--- src/rtl/sram_like_arbiter.sv ---
// sram_like_arbiter: N-master to 1-slave arbiter for an SRAM-like req/addr_ok/data_ok bus
// Ports:
//   clk, resetn                        clock, asynchronous active-low reset
//   m_req/m_wr/m_size/m_addr/m_wdata   per-master request payload, master i at slice i
//   m_addr_ok/m_data_ok/m_rdata        per-master accept and response strobes, read data broadcast
//   s_req/s_wr/s_size/s_addr/s_wdata   request forwarded to the slave
//   s_addr_ok/s_data_ok/s_rdata        slave accept, response and read data
module sram_like_arbiter #(
  parameter int N_MASTERS   = 2,
  parameter int ADDR_W      = 32,
  parameter int DATA_W      = 32,
  parameter int OUTSTANDING = 4,
  parameter int ARB_MODE    = 1
) (
  input  logic                          clk,
  input  logic                          resetn,
  input  logic [N_MASTERS-1:0]          m_req,
  input  logic [N_MASTERS-1:0]          m_wr,
  input  logic [2*N_MASTERS-1:0]        m_size,
  input  logic [ADDR_W*N_MASTERS-1:0]   m_addr,
  input  logic [DATA_W*N_MASTERS-1:0]   m_wdata,
  output logic [N_MASTERS-1:0]          m_addr_ok,
  output logic [N_MASTERS-1:0]          m_data_ok,
  output logic [DATA_W-1:0]             m_rdata,
  output logic                          s_req,
  output logic                          s_wr,
  output logic [1:0]                    s_size,
  output logic [ADDR_W-1:0]             s_addr,
  output logic [DATA_W-1:0]             s_wdata,
  input  logic                          s_addr_ok,
  input  logic                          s_data_ok,
  input  logic [DATA_W-1:0]             s_rdata
);
  localparam int ID_W  = N_MASTERS > 2 ? $clog2(N_MASTERS) : 1;
  localparam int PTR_W = $clog2(OUTSTANDING);
  localparam int CNT_W = PTR_W + 1;
  logic                 lock;
  logic [ID_W-1:0]      lock_idx, rr_ptr, gnt_idx, head;
  logic [ID_W:0]        idx;
  logic                 gnt_vld, full, empty, accept, pop;
  logic [N_MASTERS-1:0] grant;
  logic [ID_W-1:0]      fifo [OUTSTANDING];
  logic [PTR_W-1:0]     wr_ptr, rd_ptr;
  logic [CNT_W-1:0]     count;
  // A held (locked) request keeps its grant; otherwise search from rr_ptr (0 in fixed mode).
  always_comb begin
    gnt_vld = 1'b0;
    gnt_idx = '0;
    idx     = '0;
    if (lock) begin
      gnt_vld = 1'b1;
      gnt_idx = lock_idx;
    end else begin
      for (int k = 0; k < N_MASTERS; k++) begin
        idx = (ARB_MODE != 0 ? {1'b0, rr_ptr} : '0) + (ID_W+1)'(k);
        if (idx >= (ID_W+1)'(N_MASTERS)) idx = idx - (ID_W+1)'(N_MASTERS);
        if (!gnt_vld && m_req[idx[ID_W-1:0]]) begin
          gnt_vld = 1'b1;
          gnt_idx = idx[ID_W-1:0];
        end
      end
    end
    if (!resetn) gnt_vld = 1'b0;
  end
  assign full      = count == CNT_W'(OUTSTANDING);
  assign empty     = count == '0;
  assign grant     = gnt_vld ? N_MASTERS'(1) << gnt_idx : '0;
  assign s_req     = gnt_vld & m_req[gnt_idx] & ~full;
  assign accept    = s_req & s_addr_ok;
  assign m_addr_ok = accept ? grant : '0;
  assign head      = fifo[rd_ptr];
  // Responses with nothing outstanding are protocol errors and are dropped.
  assign pop       = resetn & s_data_ok & ~empty;
  assign m_data_ok = pop ? N_MASTERS'(1) << head : '0;
  assign m_rdata   = s_rdata;
  always_comb begin
    s_wr    = 1'b0;
    s_size  = '0;
    s_addr  = '0;
    s_wdata = '0;
    for (int i = 0; i < N_MASTERS; i++) begin
      if (grant[i]) begin
        s_wr    = m_wr[i];
        s_size  = m_size[2*i +: 2];
        s_addr  = m_addr[ADDR_W*i +: ADDR_W];
        s_wdata = m_wdata[DATA_W*i +: DATA_W];
      end
    end
  end
  always_ff @(posedge clk) if (accept) fifo[wr_ptr] <= gnt_idx;
  always_ff @(posedge clk or negedge resetn) begin
    if (!resetn) begin
      lock     <= 1'b0;
      lock_idx <= '0;
      rr_ptr   <= '0;
      wr_ptr   <= '0;
      rd_ptr   <= '0;
      count    <= '0;
    end else begin
      if (s_req && !s_addr_ok) begin
        lock     <= 1'b1;
        lock_idx <= gnt_idx;
      end else if (accept) lock <= 1'b0;
      if (accept) wr_ptr <= wr_ptr + 1'b1;
      if (pop) rd_ptr <= rd_ptr + 1'b1;
      count <= count + CNT_W'(accept) - CNT_W'(pop);
      if (ARB_MODE != 0 && accept)
        rr_ptr <= gnt_idx == ID_W'(N_MASTERS-1) ? '0 : gnt_idx + 1'b1;
    end
  end
endmodule

--- config.mk ---
export PLATFORM = sky130hd
export DESIGN_NAME = sram_like_arbiter
export DESIGN_NICKNAME = d
export VERILOG_FILES = /design/src/rtl/sram_like_arbiter.sv
export SDC_FILE = /design/constraint.sdc
export NUM_CORES = 1
export LEC_CHECK = 0
export BUFFER_PORTS_ARGS = -buffer_cell sky130_fd_sc_hd__buf_2
export CAP_MARGIN = 20
export CELL_PAD_IN_SITES_DETAIL_PLACEMENT = 0
export CELL_PAD_IN_SITES_GLOBAL_PLACEMENT = 2
export CORE_MARGIN = 3
export CORE_UTILIZATION = 13
export DETAILED_ROUTE_END_ITERATION = 7
export PLACE_DENSITY_LB_ADDON = 0.25
export SKIP_CTS_REPAIR_TIMING = 1
export SLEW_MARGIN = 20
export SYNTH_ARGS = -nofsm -noshare
export SYNTH_HDL_FRONTEND = slang
export SYNTH_SLANG_ARGS = --single-unit
--- constraint.sdc ---
create_clock -name clk -period 7.6 [get_ports clk]
set_clock_uncertainty 0.15 [all_clocks]
set_input_delay 0 -clock clk [delete_from_list [all_inputs] [get_ports clk]]
set_output_delay 0 -clock clk [all_outputs]
set_load 0.02 [all_outputs]
==> impl_metrics.json <==
{
  "status": "finished, final reports clean",
  "crit_start": "lock",
  "grt_pass1_vias": 1978,
  "drcViolationCount": 0,
  "drive_above_1_share_pct": 58.7,
  "p_int_mw": 0.449,
  "dpl-instance-area_sq_um": 2670,
  "worst_pin_slew_ps": 697,
  "syn-num-nets": 360,
  "dp_cells": 518,
  "synth-simple-area-share_pct": 6.97,
  "routed_wl_mm": 8.72,
  "htreeDepth": 1,
  "power_frac_seq_pct": 15.3,
  "synthArstFlopShare_pct": 71.4,
  "worst_slack_ps": 4880,
  "swShare_pct": 50.5,
  "rsz0062_at_grt": "false",
  "finish.utilization_pct": 24.1,
  "use_met3_pct": 2.66,
  "grt_pass1_wl_mm": 11.1,
  "yosys.area_share.adder_pct": 5.52,
  "rows": 41,
  "synthFlopType": "dfrtp_1",
  "clockRootBuffer": "clkbuf_16",
  "drtPass1Iterations": 5,
  "numCtsBuffers": 3,
  "whs_ps": 29.0,
  "dp_worst_setup_slack_ps": 4920,
  "wl_per_cell_um": 15.7,
  "cts_tree": "built",
  "synth_xor_area_share_pct": 2.54,
  "p_leak_nw": 1.70,
  "fin_setup_tns_ps": 0,
  "hp-class": "in2async",
  "critPathLaunchType": "register",
  "core_sq_um": 12800,
  "p_switching_mw": 0.458,
  "vdd_ir_drop_max_mv": 0.0891,
  "pwr-share-clk_pct": 10.7,
  "p_per_area_nw_per_um2": 295,
  "antenna_cells": 0,
  "stdcell_count": 555,
  "area_growth_pct": 78.7,
  "dr.first_iter.drc_count": 51,
  "synth_area_sq_um": 1720,
  "place_congestion": 0.671,
  "p_comb_share_pct": 74.0,
  "ant_nets": 0,
  "critical_path_arrival_ps": 2570,
  "grt.busiest_layer": "met2",
  "die_w_um": 121,
  "vias": 2230,
  "synthMuxAreaShare_pct": 3.99,
  "hold_violations": 0,
  "yosysUniqueCellTypes": 30,
  "syn_inst": 181,
  "numPortBuffers": 211,
  "yosys_warnings": 0,
  "die_area_sq_um": 14700,
  "cts.sinks": 14,
  "clock_latency_ps": 240,
  "synth_top_family_by_area": "compound AO/OA/AOI/OAI gates",
  "grt_overflow": 0,
  "max_slew_margin_pct": 52.9,
  "boundaryPins": 276,
  "grt_max_degree": 52,
  "crit_fanout": 51,
  "timing.final.crit_share_pct": 35.8,
  "regToRegStartpoint": "count[1]",
  "dieHeight_um": 121,
  "use_met2_pct": 17.3,
  "grtUsageMet1_pct": 11.3,
  "syn_area_per_cell_sq_um": 9.53,
  "synth_seq_area_share_pct": 21.5,
  "synth-compound-area-share_pct": 37.2,
  "max_freq_mhz": 368,
  "p_total_mw": 0.908,
  "cts_buffer_depth": 2,
  "dp_hpwl_mm": 6.97,
  "ys_ff_latch": 14,
  "setup-violations-final": 0,
  "start_util_pct": 13.5,
  "fill_cells": 1402,
  "vias_per_cell": 4.02,
  "nNetsFinal": 563,
  "postLayoutCellArea_sq_um": 3080,
  "drv_cap": 0,
  "synth_edf_count": 4,
  "crit_path_end_kind": "output pin",
  "track_usage_pct": 9.56,
  "period_needed_ps": 2720,
  "antenna_found_initial": 0,
  "critical_path_class": "reg2out",
  "drv_slew": 0,
  "clk_pin_slew_ps": 40,
  "cp.required_ps": 7450
}
==> cells by family after synthesis <==
kind of cell	Yosys count
AO/OA/AOI/OAI	72
XOR/XNOR	5
adder cells (fa/ha/maj)	7
buffers and inverters	57
flip-flops	14
multiplexers	5
AND/OR/NAND/NOR	21
==> per-layer routing <==
metal / vias to the layer above / wire length (um)
met5: - / 0
met4: 0 / 82
met3: 4 / 748
met2: 127 / 4580
met1: 1043 / 3300
li1: 1056 / -
==> critical path, cell delays in order (launching register included) <==
cell and delay [ps]:
dfrtp_1 450, o31ai_4 440, and2_2 460, buf_4 530, a22o_1 240, buf_2 180
==> synthesized netlist by cell type (2+ instances only) <==
master / n / area share [%]
a22o_1: 67 / 34
and2_1: 3 / 1.1
and3_1: 4 / 1.5
buf_2: 7 / 2.0
buf_4: 33 / 14
buf_6: 5 / 3.3
clkbuf_1: 3 / 0.65
dfrtp_1: 10 / 15
edfxtp_1: 4 / 7.0
ha_1: 6 / 4.4
inv_1: 9 / 2.0
mux2i_1: 2 / 1.2
nand2_1: 3 / 0.65
nor2_1: 4 / 0.87
nor2b_1: 2 / 0.73
xnor2_1: 5 / 2.5
==> power groups by stage <==
stage | Sequential, mW | Clock, mW | Combinational, mW
after floorplan | 0.134 | 0 | 0.478
after global placement | 0.141 | 0 | 0.657
after detailed placement | 0.141 | 0 | 0.654
after CTS | 0.140 | 0.0988 | 0.658
after global routing | 0.146 | 0.103 | 0.725
final | 0.139 | 0.0967 | 0.672
==> final cells by class <==
cell class              instances  area [sq um]  share of cell area (%)
inverters                       9          33.8                    1.10
clock buffers                   4          78.8                    2.56
repair buffers                246          1400                    45.5
well taps                     172           215                    6.98
flip-flops and latches         14           370                    12.0
multi-input cells             110           982                    31.9
==> registers in the layout, indices dropped and copies added, names as in the netlist <==
register and cells:
wr_ptr 2, fifo 4, lock 1, rd_ptr 2
lock_idx 1, count 3, rr_ptr 1
==> worst paths after layout <==
| path | slack (ps) | endpoint | cells after the start |
|---|---|---|---|
| setup / recovery | 4880 | s_wdata[0] | 5 |
| setup reg to reg | 4920 | count[2] | 8 |
| hold / removal | 30 | count[1] | 2 |
| max in group asynchronous | 7050 | rd_ptr[1] | 2 |
| min in group clk | 30 | fifo[1] | 2 |
| hold reg to reg | 330 | rd_ptr[1] | 1 |
==> placed cells by master, fill, tap and decap left out, drive strengths merged, types with 3 or more instances in the layout <==
master	count
buf	213
a22o	67
dlygate4sd3	33
dfrtp	10
inv	9
ha	6
xnor2	5
and3	5
nor2	4
edfxtp	4
clkbuf	4
nand2	3
and2	3
nor2b	3
(Power assumes the default switching activity.)
